### config.mk
export PLATFORM = sky130hd
export DESIGN_NAME = pipe_mult
export DESIGN_NICKNAME = d
export VERILOG_FILES = /design/src/rtl/pipe_mult.sv
export SDC_FILE = /design/constraint.sdc
export NUM_CORES = 2
export LEC_CHECK = 0
export BUFFER_PORTS_ARGS = -buffer_cell sky130_fd_sc_hd__buf_4
export CAP_MARGIN = 20
export CORE_ASPECT_RATIO = 0.7
export CORE_MARGIN = 8
export CORE_UTILIZATION = 61
export DETAILED_ROUTE_END_ITERATION = 8
export GPL_TIMING_DRIVEN = 0
export PLACE_DENSITY = 0.86
export SETUP_SLACK_MARGIN = 0.2
export SKIP_CTS_REPAIR_TIMING = 1
export SYNTH_ARGS = -nofsm -noshare
export SYNTH_HDL_FRONTEND = slang
export SYNTH_SLANG_ARGS = --single-unit
### constraint.sdc
create_clock -name clock -period 9 [get_ports clock]
set_input_delay 1.35 -clock clock [delete_from_list [all_inputs] [get_ports clock]]
set_output_delay 1.35 -clock clock [all_outputs]
set_load 0.03 [all_outputs]
### src/rtl/pipe_mult.sv
// pipe_mult: fully pipelined unsigned multiplier answering the start/done
// multiply handshake. One operand pair per cycle; the 2*WIDTH-bit product
// appears with a one-cycle done pulse STAGES cycles after the start cycle.
// Each stage retires WIDTH/STAGES multiplier bits into a running partial sum.
module pipe_mult #(
  parameter int unsigned WIDTH  = 32,
  parameter int unsigned STAGES = 8
) (
  input  logic                 clock,
  input  logic                 reset,
  input  logic [WIDTH-1:0]     mcand,
  input  logic [WIDTH-1:0]     mplier,
  input  logic                 start,
  output logic [2*WIDTH-1:0]   product,
  output logic                 done
);

  localparam int unsigned PW    = 2 * WIDTH;
  localparam int unsigned CHUNK = (STAGES == 0) ? 1 : WIDTH / STAGES;

  if (STAGES == 0 || (WIDTH % STAGES) != 0) begin : g_bad_stages
    $error("pipe_mult: STAGES must be nonzero and divide WIDTH evenly");
  end

  // Add the low CHUNK multiplier bits times the (already shifted) multiplicand.
  function automatic logic [PW-1:0] acc(input logic [PW-1:0]    sum,
                                        input logic [PW-1:0]    cand,
                                        input logic [WIDTH-1:0] plier);
    logic [PW-1:0] digit;
    digit            = '0;
    digit[CHUNK-1:0] = plier[CHUNK-1:0];
    return sum + cand * digit;
  endfunction

  if (STAGES == 1) begin : g_single
    // Single stage: the whole product is formed at issue.
    always_ff @(posedge clock) begin
      if (reset) begin
        product <= '0;
        done    <= 1'b0;
      end else begin
        done <= start;
        if (start) product <= acc('0, PW'(mcand), mplier);
      end
    end
  end else begin : g_chain
    // Stages 0..STAGES-2 live in the arrays below; the output register pair
    // (product, done) acts as the final stage so that done rises exactly
    // STAGES cycles after start while product still holds between results.
    localparam int unsigned LAST = STAGES - 1;

    logic [PW-1:0]    sum_q   [LAST];
    logic [PW-1:0]    cand_q  [LAST];
    logic [WIDTH-1:0] plier_q [LAST];
    logic [LAST-1:0]  valid_q;

    // Shift chain: every slot advances each cycle; only valid slots update product.
    always_ff @(posedge clock) begin
      if (reset) begin
        for (int unsigned k = 0; k < LAST; k++) begin
          sum_q[k]   <= '0;
          cand_q[k]  <= '0;
          plier_q[k] <= '0;
        end
        valid_q <= '0;
        product <= '0;
        done    <= 1'b0;
      end else begin
        valid_q[0] <= start;
        sum_q[0]   <= acc('0, PW'(mcand), mplier);
        cand_q[0]  <= PW'(mcand);
        plier_q[0] <= mplier;
        for (int unsigned k = 1; k < LAST; k++) begin
          valid_q[k] <= valid_q[k-1];
          sum_q[k]   <= acc(sum_q[k-1], cand_q[k-1] << CHUNK, plier_q[k-1] >> CHUNK);
          cand_q[k]  <= cand_q[k-1] << CHUNK;
          plier_q[k] <= plier_q[k-1] >> CHUNK;
        end
        done <= valid_q[LAST-1];
        if (valid_q[LAST-1])
          product <= acc(sum_q[LAST-1], cand_q[LAST-1] << CHUNK, plier_q[LAST-1] >> CHUNK);
      end
    end
  end

endmodule

==> results.sh <==
export IMPL_status="complete, no violations"
export IMPL_synth_seq_cells=756
export IMPL_cp_end_kind="register"
export IMPL_start_util=0.6153
export IMPL_yosys_top_cells_area="dfxtp_1 24%, fa_1 16%, ha_1 11%"
export IMPL_worstMarginPinSlew_ns=1.152
export IMPL_final_nets=8710
export IMPL_clock_latency_ns=0.69
export IMPL_rr_endpoint="g_chain.sum_q[2][44]"
export IMPL_grt_use_total=0.3087
export IMPL_finalSetupTns_ns=0
export IMPL_antenna_found_initial=12
export IMPL_cts_made_buffers=77
export IMPL_cts_tree="done"
export IMPL_area_growth_pct=8.828
export IMPL_cpPeakStageDelay_ns=0.74
export IMPL_core_area_um2=102000
export IMPL_min_to="g_chain.plier_q[0][112]"
export IMPL_portBuffers=130
export IMPL_rows=98
export IMPL_synth_seq_area_share=0.2411
export IMPL_synth_most_common_cell="inv_1"
export IMPL_die_width_um=399.4
export IMPL_first_global_vias=51170
export IMPL_hp_start="g_chain.plier_q[0][84]"
export IMPL_cpLargestDelayFamily="compound AO/OA/AOI/OAI gates"
export IMPL_drt_iter0_drc=5645
export IMPL_setup_viol_count_final=0
export IMPL_drive_gt1_frac=0.04266
export IMPL_io_pins=132
export IMPL_fill_cells=7926
export IMPL_cp_required_ns=9.52
export IMPL_yosysTopAreaCellShare=0.2411
export IMPL_dieArea_um2=113600
export IMPL_syn_area_um2=62770
export IMPL_synth_async_reset_ratio=0
export IMPL_critPathMaxFanout=10
export IMPL_report_final_slew_viol_count=0
export IMPL_finalHoldViolCount=0
export IMPL_grt_max_degree=17
export IMPL_grt_pass1_wl_mm=282.8
export IMPL_cp_arrival_ns=9.10
export IMPL_slew_headroom=0.2323
export IMPL_clk_pin_slew_worst_paths_ns=0.07
export IMPL_drc=0
export IMPL_synthTopCellsByCount="907 x inv_1, 756 x dfxtp_1, 629 x nand2_1"
export IMPL_fin_util=0.6696
export IMPL_leakage_nw=33.82
export IMPL_cts_sinks=756
export IMPL_synth_warnings=0
export IMPL_timing_fmax_mhz=116.5
export IMPL_clockRootBuffer="clkbuf_16"
export IMPL_skew_ns=0.05019
export IMPL_syn_inst=7366
export IMPL_gp_congestion=1.007
export IMPL_holdWs_ns=0.4102
export IMPL_wirelength_mm=177.7
export IMPL_dpl_hpwl_mm=143.7
export IMPL_clockBufferDepth=3
export IMPL_slowest_stage="clkbuf_1"
export IMPL_reg2reg_from="g_chain.plier_q[0][37]"
export IMPL_drt_vias_per_instance=5.859
export IMPL_yosysTopAreaCell="dfxtp_1"
export IMPL_synth_edf_count=0
export IMPL_ir_drop_v=0.0001482
export IMPL_whs_path_depth=1
export IMPL_regToRegSetupSlack_ns=0.42
export IMPL_power_density_nw_per_um2=127.2
export IMPL_critical_path_class="register to register"
export IMPL_avgSynthCellArea_um2=8.522
export IMPL_first_pass_iters=6
export IMPL_period_needed_ns=8.583
export IMPL_ys_types=92
export IMPL_period_share=0.9537
export IMPL_ant_nets=0
export IMPL_htree_levels=3
export IMPL_rsz0062_at_grt="true"
export IMPL_die_y_um=284.4
export IMPL_min_path_type="register to register"
export IMPL_grt_overflow=0
export IMPL_r2r_cells=28
export IMPL_cp_start_kind="register"
export IMPL_vias=52709
export IMPL_path_buf_inv=3
export IMPL_post_drt_wl_per_cell_um=19.75
export IMPL_synthFlopType="dfxtp_1"
export IMPL_max_cap_violations=0
[metal layers]
layer | vias to the layer above | wire (um) | track usage
li1 | 24528 | - | -
met1 | 25327 | 78940 | 0.4496
met2 | 2557 | 69960 | 0.4339
met3 | 297 | 24420 | 0.1090
met4 | 0 | 4340 | 0.07481
met5 | - | 0 | 0
[layout make-up]
type | instances | area, um2 | area share
clock inverters | 36 | 606.8 | 0.008883
plain buffers | 212 | 808.3 | 0.01183
diodes | 4 | 10.01 | 0.0001465
multi-input cells | 5496 | 43460 | 0.6362
inverters | 907 | 3405 | 0.04984
flip-flops and latches | 756 | 15130 | 0.2215
repair buffers | 137 | 1074 | 0.01571
clock buffers | 98 | 2126 | 0.03112
well taps | 1350 | 1689 | 0.02473
[how the worst max path moves through the flow]
stage | from | to | slack (ns) | cells past startpoint
floorplan | g_chain.plier_q[0][39] | g_chain.sum_q[2][44] | 2.72 | 28
global placement | g_chain.plier_q[0][38] | g_chain.sum_q[2][44] | 0.65 | 28
detailed placement | g_chain.plier_q[0][38] | g_chain.sum_q[2][42] | 0.46 | 28
CTS | g_chain.plier_q[0][38] | g_chain.sum_q[2][42] | 0.34 | 28
global route | g_chain.plier_q[0][37] | g_chain.sum_q[2][44] | 0.19 | 28
finish | g_chain.plier_q[0][37] | g_chain.sum_q[2][44] | 0.42 | 28
[flip-flops by register name, summed over array words and instances (netlist names)]
| signal | count |
|---|---|
| done | 1 |
| g_chain.valid_q | 7 |
| g_chain.cand_q | 224 |
| g_chain.sum_q | 348 |
| product | 64 |
| g_chain.plier_q | 112 |
[metrics by stage]
step                      area (um2)  worst slack (ns)  std cells  total power (W)
after floorplan                62790             2.724       7371         0.004787
after global placement         65460            0.6460       8851         0.005157
after detailed placement       65530            0.4647       8856         0.005221
after CTS                      68270            0.3356       8990         0.008662
after global routing           68300            0.1901       8992         0.009011
final                          68310            0.4165       8996         0.008689
[layout by cell type, fill, tap and decap left out, drive strengths merged, types with 11 or more instances in the layout]
master and n:
a2111oi 18, a211o 15, a211oi 82, a21boi 15, a21o 226, a21oi 391, a311oi 11, a31o 11
a31oi 35, a41oi 14, and2 622, and3 42, and4 15, buf 147, clkbuf 300, clkinv 15
dfxtp 756, fa 487, ha 569, inv 915, mux2i 51, nand2 629, nand2b 46, nand3 81
nand4 31, nor2 481, nor2b 491, nor3 90, o211ai 34, o21a 78, o21ai 236, o21bai 58
o31a 12, o31ai 23, or2 20, or3 17, xnor2 264, xor2 164
[report_power, final]
group	leakage, nW	internal [W]	total [W]	switching [W]
registers	6.16	0.00355	0.00368	0.000133
clock network	1.32	0.00197	0.00347	0.00150
logic	26.3	0.000597	0.00153	0.000933
total	33.8	0.00612	0.00869	0.00257
[cells by family after synthesis]
group / share of synthesized area
simple gates: 0.2131
compound gates: 0.1422
buf+inv: 0.06695
fa+ha+maj: 0.2687
flops: 0.2411
xor+xnor: 0.05972
mux: 0.008133
other cells: 0.00005974
Power figures use the tool's default switching activity.
